**config.mk**
```make
export PLATFORM = sky130hd
export DESIGN_NAME = mem_access_ctrl
export DESIGN_NICKNAME = d
export VERILOG_FILES = /design/src/rtl/mem_access_ctrl.sv
export SDC_FILE = /design/constraint.sdc
export NUM_CORES = 1
export LEC_CHECK = 0
export ABC_AREA = 1
export CORE_ASPECT_RATIO = 2
export CORE_MARGIN = 3
export CORE_UTILIZATION = 47
export CTS_CLUSTER_SIZE = 12
export DETAILED_ROUTE_END_ITERATION = 16
export PLACE_DENSITY = 0.91
export RECOVER_POWER = 25
export SYNTH_ARGS = -nofsm -noshare
export SYNTH_HDL_FRONTEND = slang
export SYNTH_SLANG_ARGS = --single-unit
```
**constraint.sdc**
```tcl
create_clock -name clk -period 6.59 [get_ports clk]
set_input_delay 1.318 -clock clk [delete_from_list [all_inputs] [get_ports clk]]
set_output_delay 1.318 -clock clk [all_outputs]
set_load 0.02 [all_outputs]
```
**src/rtl/mem_access_ctrl.sv**
```systemverilog
// Load/store initiator for a word-wide data memory: byte-lane extract/extend on loads, read-modify-write for sub-word stores.
// Optional misalignment trapping is enabled by defining MEM_ALIGN_CHECK_EN.
module mem_access_ctrl #(
    parameter int MEM_RD_LAT = 1
) (
    input  logic        clk,
    input  logic        rst,
    input  logic        req_valid,
    output logic        req_ready,
    input  logic        req_we,
    input  logic [1:0]  req_size,
    input  logic        req_signed,
    input  logic [31:0] req_addr,
    input  logic [31:0] req_wdata,
    output logic        resp_valid,
    output logic [31:0] resp_rdata,
    output logic        resp_err,
    output logic [31:0] aluOutAddr,
    output logic [31:0] writeData,
    output logic        memRead,
    output logic        memWrite,
    input  logic [31:0] outData
);

    localparam int CW = (MEM_RD_LAT > 1) ? $clog2(MEM_RD_LAT) : 1;

    typedef enum logic [1:0] {IDLE, RD_WAIT, WR, RESP} state_t;

    state_t        state_q, state_d;
    logic [CW-1:0] cnt_q;
    logic          we_q, signed_q, err_q;
    logic [1:0]    size_q;
    logic [31:0]   addr_q, wdata_q, old_q;
    logic          resp_valid_q, resp_err_q;
    logic [31:0]   resp_rdata_q;

    logic          accept, rd_last, misaligned;
    logic [7:0]    byte_sel;
    logic [15:0]   half_sel;
    logic [31:0]   load_data, merged;

    assign accept  = req_valid && req_ready;
    assign rd_last = (cnt_q == CW'(MEM_RD_LAT - 1));

`ifdef MEM_ALIGN_CHECK_EN
    assign misaligned = ((req_size == 2'b01) && req_addr[0]) ||
                        (req_size[1] && (req_addr[1:0] != 2'b00));
`else
    assign misaligned = 1'b0;
`endif

    // State register
    always_ff @(posedge clk or posedge rst) begin
        if (rst) begin
            state_q <= IDLE;
        end else begin
            state_q <= state_d;
        end
    end

    // Next-state logic; word stores skip the read, everything else reads first
    always_comb begin
        state_d = state_q;
        case (state_q)
            IDLE: begin
                if (accept) begin
                    if (misaligned)
                        state_d = RESP;
                    else if (req_we && req_size[1])
                        state_d = WR;
                    else
                        state_d = RD_WAIT;
                end
            end
            RD_WAIT: begin
                if (rd_last)
                    state_d = we_q ? WR : RESP;
            end
            WR:      state_d = RESP;
            RESP:    state_d = IDLE;
            default: state_d = IDLE;
        endcase
    end

    // Output decode
    always_comb begin
        req_ready = (state_q == IDLE);
        memRead   = (state_q == RD_WAIT);
        memWrite  = (state_q == WR);
    end

    always_ff @(posedge clk or posedge rst) begin
        if (rst) begin
            cnt_q        <= '0;
            we_q         <= 1'b0;
            signed_q     <= 1'b0;
            err_q        <= 1'b0;
            size_q       <= 2'b00;
            addr_q       <= 32'h0;
            wdata_q      <= 32'h0;
            old_q        <= 32'h0;
            resp_valid_q <= 1'b0;
            resp_err_q   <= 1'b0;
            resp_rdata_q <= 32'h0;
        end else begin
            if (accept) begin
                we_q     <= req_we;
                signed_q <= req_signed;
                size_q   <= req_size;
                addr_q   <= req_addr;
                wdata_q  <= req_wdata;
                err_q    <= misaligned;
            end
            cnt_q <= (state_q == RD_WAIT && !rd_last) ? cnt_q + 1'b1 : '0;
            if (state_q == RD_WAIT && rd_last)
                old_q <= outData;
            resp_valid_q <= (state_q == RESP);
            resp_err_q   <= (state_q == RESP) && err_q;
            resp_rdata_q <= (state_q == RESP && !we_q && !err_q) ? load_data : 32'h0;
        end
    end

    // Load lane extract and extension
    always_comb begin
        case (addr_q[1:0])
            2'b00:   byte_sel = old_q[7:0];
            2'b01:   byte_sel = old_q[15:8];
            2'b10:   byte_sel = old_q[23:16];
            default: byte_sel = old_q[31:24];
        endcase
        half_sel = addr_q[1] ? old_q[31:16] : old_q[15:0];
        case (size_q)
            2'b00:   load_data = {{24{signed_q & byte_sel[7]}}, byte_sel};
            2'b01:   load_data = {{16{signed_q & half_sel[15]}}, half_sel};
            default: load_data = old_q;
        endcase
    end

    // Sub-word store merge into the previously read word
    always_comb begin
        merged = old_q;
        if (size_q == 2'b00) begin
            case (addr_q[1:0])
                2'b00:   merged[7:0]   = wdata_q[7:0];
                2'b01:   merged[15:8]  = wdata_q[7:0];
                2'b10:   merged[23:16] = wdata_q[7:0];
                default: merged[31:24] = wdata_q[7:0];
            endcase
        end else if (size_q == 2'b01) begin
            if (addr_q[1])
                merged[31:16] = wdata_q[15:0];
            else
                merged[15:0]  = wdata_q[15:0];
        end
    end

    assign writeData  = size_q[1] ? wdata_q : merged;
    assign aluOutAddr = {addr_q[31:2], 2'b00};
    assign resp_valid = resp_valid_q;
    assign resp_rdata = resp_rdata_q;
    assign resp_err   = resp_err_q;

endmodule

```
# Word-level counts from Yosys, hierarchy flattened
# Index checks and enable logic that the tools add are counted.
# op_classes
n_addsub	1
eq_ne	8
n_mux	19
bitwise	3
n_reduce_logical	11
# ops
cell	count
$mux W32	4
$pmux W32 S2	1
$mux W16	3
$mux W8	4
$pmux W8 S3	1
$pmux W2 S4	1
$eq A2 B1 Y1 const B	3
$eq A2 B2 Y1 const B	3
$logic_not A2 Y1	3
$mux W2	3
$logic_and A1 B1 Y1	5
$reduce_or A3 Y1	1
$and A1 B1 Y1	2
$mux W1	2
$ne A2 B1 Y1 const B	1
$ne A2 B2 Y1 const B	1
$reduce_and A2 Y1	1
$add A1 B1 Y1 const B	1
$logic_not A1 Y1	1
$not A1 Y1	1
# totals
reg_bits	136
input_bits	103
output_inout_bits	101
wordCells	52

# Longest topological paths before layout
# Gate-level depths: netlist of run 1.
# logic_depth
word_depth	5
ltp_mapped	10
ltp_nobuf	8

# Least setup slack after synthesis of run 1
# Ideal clock, no wire load.
# synth_path
path_type	reg2out
start	register size_q[0]
end	output port writeData[19]
arrival_time_ns	1.551
required_time_ns	5.272
slack_ns	3.721
stages_incl_launch_ff	7
n_path_buf	0
cell_sequence	dfrtp_1 > inv_2 > nor2_4 > nand2_4 > nand2_2 > nand2_1 > o21ai_0
# synth_between
elab_chain_len	4
elab_cells_between_ends	5
classes_between	eq/ne: 1; mux: 3; reduce/logical: 1
# synth_lines
item	line_no	source
from (decl)	32	logic [1:0] size_q;
from (signal assigned)	109	size_q <= req_size;
$eq A2 B1 Y1	149	end else if (size_q == 2'b01) begin
$mux W32	149	
$mux W32 (*)	142	if (size_q == 2'b00) begin
$mux W32 (*)	157	assign writeData = size_q[1] ? wdata_q : merged;
to (decl)	19	output logic [31:0] writeData,
# Every way passes the cells marked *; elsewhere a longest branch is shown, timed or not.

# Worst setup path after layout of run 1
# layout_path
start	register size_q[1]
end	output port writeData[12]
# layout_between
elab_chain_len	4
elab_cells_between_ends	5
classes_between	eq/ne: 1; mux: 3; reduce/logical: 1
# layout_lines
item	line_no
$eq A2 B1 Y1	149
$mux W32	149
$mux W32	142
$mux W32 (*)	157
# Marked as above.

==> summary.md, run 1 <==
| Metric | Value |
|---|---|
| Outcome | `finished with violations` |
| Failing checks | `capacitance limit, slew limit` |
| Post-Syn Instances | `about 720` |
| Clk pwr share | `0.200` |
| CTS H-tree lvls | `4` |
| Gr usage total | `0.2595` |
| LEAKAGE | `4.221 nW` |
| DR DRC count | `0` |
| Final wirelength | `between 15000 and 20000 um` |
| Fin crit period | `approximately 4.7 ns` |
| Drt wl/cell | `approximately 19 um` |
| Main synth FF type | `dfrtp_1` |
| RSZ-0062 raised after global routing | `no` |
| Peak VDD IR | `0.0003508 V` |
| Synth Register Bits | `136` |
| Hpwl dp | `about 14000 um` |
| WP data arrival | `~3.4 ns` |
| Inst Count DP | `about 1000` |
| Cts repair resizes | `0` |
| RR Startpoint | `state_q[1]$_DFFE_PP0P_` |
| Synth top area share | `0.5203` |
| Comb power frac | `0.508` |
| Most used cell along the critical path | `nand2_1` |
| Total negative slack | `0 ns` |
| Slowest-stage cell, CP | `nor2_1` |
| Setup violations, final | `0` |
| Final hold violation count | `0` |
| CP Launch Point | `size_q[1]$_DFFE_PP0P_` |
| CTS root buf | `clkbuf_16` |
| Type of the worst setup path | `reg -> out` |
| Routability cong. | `0.9962` |
| Count leader, synth | `dfrtp_1` |
| Pwr dens | `around 550 nW/um^2` |
| Unique masters post-synth | `30` |
| Ports | `about 200` |
| Synth area leaders | `dfrtp_1 52%, mux2_2 9.3%, nor2_1 6.7%, nand2_1 6.4%, a21oi_1 5.0%` |
| Slew @ Worst Pin | `around 3.7 ns` |
| Clock buffer count from CTS | `17` |
| First-pass GRT wire length | `30250 um` |
| Final Slew Violations | `141` |
| Detail Route Antenna Nets | `0` |
| Cell Area, Synth | `~6500 um^2` |
| Switching part of the total | `0.4267` |
| Max Buffers Root-to-Sink | `2` |
| Hold path startpoint | `addr_q[19]$_DFFE_PP0P_` |
| Number of max-cap violations | `2` |
| WHS Path Cells | `1` |
| TritonCTS clock tree | `built` |
| EDFF count, synth | `0` |
| Crit path max fanout | `14` |
| Total number of vias | `approximately 5800` |
| WHS Endpoint | `addr_q[19]$_DFFE_PP0P_` |
| Reg2Reg Depth | `5` |
| Initial Utilization | `0.4841` |
| Net switching power | `~2.1 mW` |
| Worst EP required | `between 5 and 6 ns` |
| Crit-path cells | `buf_4 -> nor2_1 -> nand2_1 -> nand2_1 -> o22ai_1 -> nand2_1 -> o21ai_0 -> clkdlybuf4s50_1` |
| Total power | `approximately 4.9 mW` |
| Largest net degree at the start of global routing | `95` |
| Share of post-route cells with drive strength above 1 | `0.1165` |
| Crit path max-delay family | `simple AND/OR/NAND/NOR gates` |
| Max stage delay on crit path | `between 0.5 and 0.6 ns` |
| Flop pwr share | `0.292` |
| Synth top cells by count | `136 x dfrtp_1, 116 x nor2_1, 112 x nand2_1, 66 x a21oi_1, 66 x inv_1` |
| Ys Warns | `0` |
| Reg2reg setup slack | `around 3.5 ns` |
| CTS sink cnt | `between 100 and 150` |
| Post-DR vias/cell | `roughly 5.5` |
| Vias in the first global route | `around 5800` |
| Worst hold path type | `reg -> reg` |
| Sequential cell area | `~3400 um^2` |
| Clock latency on the worst-skew pair | `between 0.4 and 0.5 ns` |
| Grt total ovfl | `0` |
| Area Growth Syn to Fin | `37.47%` |
| Rel. slew slack | `-1.512` |
| Sequential area share after synthesis | `0.5203` |
| WHS | `about 0.50 ns` |
| Multi-input logic area | `roughly 2500 um^2` |
| Post-synth ARST share | `1.000` |
| Clock skew | `0.009323 ns` |
| Worst setup EP type | `output port` |
| CTS Hold Bufs | `0` |
| CP Launch Type | `flip-flop` |
| Drt first pass iters | `6` |
| Fillers | `~1100` |
| Syn_area_per_cell | `9.098 um^2` |
| Crit share post-route | `0.7198` |
| Initial DRC count | `643` |
| Die H | `between 150 and 200 um` |
| Non-filler cells, final | `approximately 1100` |
| Reg2reg end | `old_q[5]$_DFFE_PP0P_` |
| Max frequency | `~0.21 GHz` |
| Die Area | `roughly 15000 um^2` |
| Setup Fix Bufs, Post-CTS | `0` |
| Final net count | `987` |
| Core Rows | `60` |
| Antenna violations before repair | `5` |
| Synth area leader | `dfrtp_1` |
| Die X | `89.42 um` |
| Port Buffer Count | `200` |
| Internal Power | `about 2.8 mW` |
| Clock transition at path regs | `approximately 0.06 ns` |
| Core area | `about 14000 um^2` |
| WP buf/inv | `2` |
[flip-flops by register name (all words and copies together), names as in the netlist]
| register | flops |
|---|---|
| wdata_q | 32 |
| size_q | 2 |
| we_q | 1 |
| cnt_q | 1 |
| resp_valid | 1 |
| signed_q | 1 |
| old_q | 32 |
| state_q | 2 |
| resp_rdata | 32 |
| addr_q | 32 |
[placed cells by master (no fill, tap or decap), drive strengths merged]
master / n
o221ai: 3
a211oi: 1
o211ai: 7
nand3: 29
a31oi: 5
clkbuf: 18
nand4: 1
dlygate4sd3: 1
clkinvlp: 4
conb: 4
diode: 5
inv: 74
clkdlybuf4s50: 199
o21ai: 28
a22oi: 3
clkinv: 4
dfrtp: 136
o22ai: 6
a21oi: 66
nand2: 118
ha: 4
o2111ai: 4
bufinv: 3
buf: 2
nor2: 119
mux2: 54
[area by class of cell]
cell class	instances	share of cell area
Inverter	70	0.02936
Tap cell	155	0.02157
Clock buffer	17	0.04731
Timing Repair Buffer	203	0.2247
Sequential cell	136	0.3785
Clock inverter	15	0.02087
Multi-Input combinational cell	452	0.2763
Antenna cell	5	0.001391
[power by group through the flow]
stage	Combinational (mW)	Sequential [mW]	Clock [mW]
CTS	2.49	1.43	1.00
finish	2.51	1.44	0.987
global placement	2.43	1.42	0
floorplan	1.64	1.38	0
detailed placement	2.47	1.44	0
global route	2.69	1.48	1.04
[how the worst max path moves through the flow]
| stage | slack (ns) | cells past startpoint | end |
|---|---|---|---|
| floorplan | 1.63 | 1 | addr_q[0]$_DFFE_PP0P_ |
| global placement | 2.41 | 5 | writeData[11] |
| detailed placement | 2.41 | 5 | writeData[11] |
| CTS | 1.92 | 7 | writeData[12] |
| global route | 1.61 | 3 | old_q[26]$_DFFE_PP0P_ |
| finish | 1.85 | 8 | writeData[12] |
[kinds of logic (layout without fill, tap and decap cells)]
| group | Yosys count | in the layout | synth area share |
|---|---|---|---|
| AOI/OAI and AO/OA | 123 | 123 | 0.1044 |
| buffers and inverters | 134 | 305 | 0.1027 |
| adders and majority gates | 4 | 4 | 0.007651 |
| other | 1 | 9 | 0.0005733 |
| and+or+nand+nor | 267 | 267 | 0.1714 |
| muxes | 54 | 54 | 0.09296 |
| DFF | 136 | 136 | 0.5203 |
[layer usage]
layer  up-vias  global-route usage  routed length, um
li1       2631                   -                  -
met1      2782              0.2874               6605
met2       338              0.4477              10640
met3        71             0.03958               1307
met4         0              0.1571               1172
met5         -                   0                  0
[through the flow]
step	setup slack [ns]	instance area, um^2	util
final	1.846	8992	0.6655
after CTS	1.917	8987	0.6651
after global routing	1.612	8992	0.6655
after detailed placement	2.414	8374	0.6197
after global placement	2.406	8374	0.6197
after floorplan	1.633	6553	-
Note: power is estimated with default switching activity, not from simulation.
==> inputs of run 2 (changes only) <==
clock period = 4.5 ns   (was 6.59 ns; I/O delays follow)
==> run 2 against run 1 <==
Effect of this change: the run still ends with capacitance limit, slew limit left; flip-flop and latch count stayed put; via count fell by 1.0%; largest cell class unchanged; total power up 46%; hold slack worse by 0.0017 ns; utilization up 0.16 points; sequential share of layout area shrank 0.089 points; sequential power rose by 46%; design area up 0.24%; highest routed layer unchanged; register-to-register slack got worse by 1.1 ns; die area unchanged; critical path depth stayed put.
==> summary.md, run 2 (same netlist as run 1, synthesis figures left out) <==
| Metric | Value |
|---|---|
| Outcome | `finished with violations` |
| Failing checks | `capacitance limit, slew limit` |
| LEAKAGE | `4.233 nW` |
| Crit path max-delay family | `buffers and inverters` |
| Crit path max fanout | `23` |
| CP Launch Type | `flip-flop` |
| RSZ-0062 raised after global routing | `no` |
| Cts repair resizes | `0` |
| Core area | `between 10000 and 15000 um^2` |
| Final wirelength | `19420 um` |
| Slew @ Worst Pin | `~1.5 ns` |
| Setup Fix Bufs, Post-CTS | `0` |
| Setup violations, final | `0` |
| Final hold violation count | `0` |
| WP data arrival | `approximately 2.8 ns` |
| Most frequent cells in the layout | `198 x clkdlybuf4s50_1, 136 x dfrtp_1, 116 x nor2_1` |
| First-pass GRT wire length | `around 30000 um` |
| Worst hold path type | `reg -> reg` |
| Die X | `a little under 90 um` |
| Max Buffers Root-to-Sink | `2` |
| Max stage delay on crit path | `between 0.6 and 0.7 ns` |
| Gr usage total | `0.2572` |
| Post-route cell area | `approximately 9000 um^2` |
| Clock transition at path regs | `~0.060 ns` |
| Drt wl/cell | `roughly 18 um` |
| Fin crit period | `approximately 3.7 ns` |
| Crit-path cells | `buf_4 -> inv_2 -> nand2_4 -> nor2_1 -> nor2_8 -> nor2_1 -> a21oi_1 -> clkdlybuf4s50_1` |
| Most common cell after layout, fill and taps aside | `clkdlybuf4s50_1` |
| TritonCTS clock tree | `built` |
| Final net count | `between 900 and 1000` |
| CTS root buf | `clkbuf_16` |
| Clock buffer count from CTS | `17` |
| Vias in the first global route | `between 5000 and 6000` |
| Clock skew | `just under 0.01 ns` |
| Detail Route Antenna Nets | `0` |
| Fillers | `1042` |
| Routability cong. | `approximately 0.98` |
| Grt total ovfl | `0` |
| Clock latency on the worst-skew pair | `around 0.42 ns` |
| Die H | `172.8 um` |
| Drt first pass iters | `5` |
| Worst EP required | `between 3 and 4 ns` |
| Type of the worst setup path | `reg -> out` |
| Core Rows | `60` |
| Worst setup EP type | `output port` |
| Peak VDD IR | `0.0004659 V` |
| Pwr dens | `799.3 nW/um^2` |
| Ports | `just over 200` |
| Area Growth Syn to Fin | `37.80%` |
| Total number of vias | `5762` |
| CTS Hold Bufs | `0` |
| Share of post-route cells with drive strength above 1 | `0.1204` |
| Initial Utilization | `0.4841` |
| Placed inst area | `about 8400 um^2` |
| Die Area | `15460 um^2` |
| Slowest-stage cell, CP | `clkdlybuf4s50_1` |
| Final Slew Violations | `between 60 and 70` |
| WP buf/inv | `3` |
| DR DRC count | `0` |
| Initial DRC count | `509` |
| Antenna violations before repair | `3` |
| Hpwl dp | `roughly 15000 um` |
| Rel. slew slack | `-0.01416` |
| Total negative slack | `0 ns` |
| Port Buffer Count | `200` |
| CTS H-tree lvls | `4` |
| Largest net degree at the start of global routing | `95` |
| Max frequency | `0.2684 GHz` |
| Number of max-cap violations | `1` |
| Crit share post-route | `0.8281` |
| Most used cell along the critical path | `nor2_1` |
| CTS sink cnt | `between 100 and 150` |
| Post-DR vias/cell | `approximately 5.5` |
==> run 2: cell types whose count changed in the layout (fill, tap and decap cells not counted) <==
cell             before  now
buf_4                 2    5
clkinv_2              1    2
clkinvlp_4            3    5
diode_2               5    3
clkbuf_8              0    1
dlygate4sd3_1         1    2
inv_6                 6    2
clkbuf_2              0    1
clkdlybuf4s50_1     199  198
==> run 2: report_power, final <==
part	leakage [nW]	switching, mW	internal [mW]
Clock	0.285	0.541	0.888
Sequential	1.63	0.372	1.72
Combinational	2.32	2.13	1.55
Total	4.23	3.05	4.16
==> run 2: path summary, 6_finish.rpt <==
check                                      start  cells after the start  slack (ns)                        to
setup / recovery           size_q[1]$_DFFE_PP0P_                      8        0.77              writeData[6]
hold / removal             addr_q[6]$_DFFE_PP0P_                      1        0.50     addr_q[6]$_DFFE_PP0P_
setup reg to reg           addr_q[1]$_DFFE_PP0P_                      7        2.36  resp_rdata[31]$_DFF_PP0_
hold reg to reg            addr_q[6]$_DFFE_PP0P_                      1        0.50     addr_q[6]$_DFFE_PP0P_
max in group asynchronous                    rst                      3        1.28   wdata_q[11]$_DFFE_PP0P_
min in group asynchronous                    rst                      2        1.20  resp_rdata[22]$_DFF_PP0_
==> run 2: worst reg2reg max path, stage by stage, from the launching register on <==
cell,delay (ns)
dfrtp_1,0.51
nand2_1,0.42
nor2_1,0.07
nor2_1,0.25
nand3_2,0.25
nand3_2,0.13
nand2_2,0.21
nor2_1,0.21
==> run 2: metrics by stage <==
| step | total power, mW | setup WS (ns) | cells | util | hold slack, ns |
|---|---|---|---|---|---|
| 2_1_floorplan | 4.413 | 1.907 | 722 | - | 0.4781 |
| 3_3_place_gp | 5.657 | 1.251 | 1020 | 0.6228 | 0.4849 |
| 3_5_place_dp | 5.734 | 1.227 | 1020 | 0.6228 | 0.4915 |
| 4_1_cts | 7.196 | 0.7827 | 1052 | 0.6681 | 0.5045 |
| 5_1_grt | 7.606 | 0.5651 | 1055 | 0.6670 | 0.5200 |
| 6_report | 7.205 | 0.7737 | 1055 | 0.6670 | 0.5005 |
==> run 2: area by class of cell <==
type	count	area [um^2]	share of cell area
Sequential cell	136	3403	0.3776
Clock inverter	14	172.7	0.01916
Timing Repair Buffer	207	2048	0.2272
Multi-Input combinational cell	452	2485	0.2757
Inverter	70	264.0	0.02929
Clock buffer	18	439.2	0.04872
Tap cell	155	193.9	0.02152
Antenna cell	3	7.507	0.0008329
==> run 2: layer usage <==
| layer | up-vias | GRT usage | part of all wire |
|---|---|---|---|
| met2 | 328 | 0.4341 | 0.53 |
| li1 | 2627 | - | - |
| met4 | 0 | 0.1901 | 0.071 |
| met5 | - | 0 | 0 |
| met1 | 2717 | 0.2714 | 0.34 |
| met3 | 90 | 0.04816 | 0.061 |
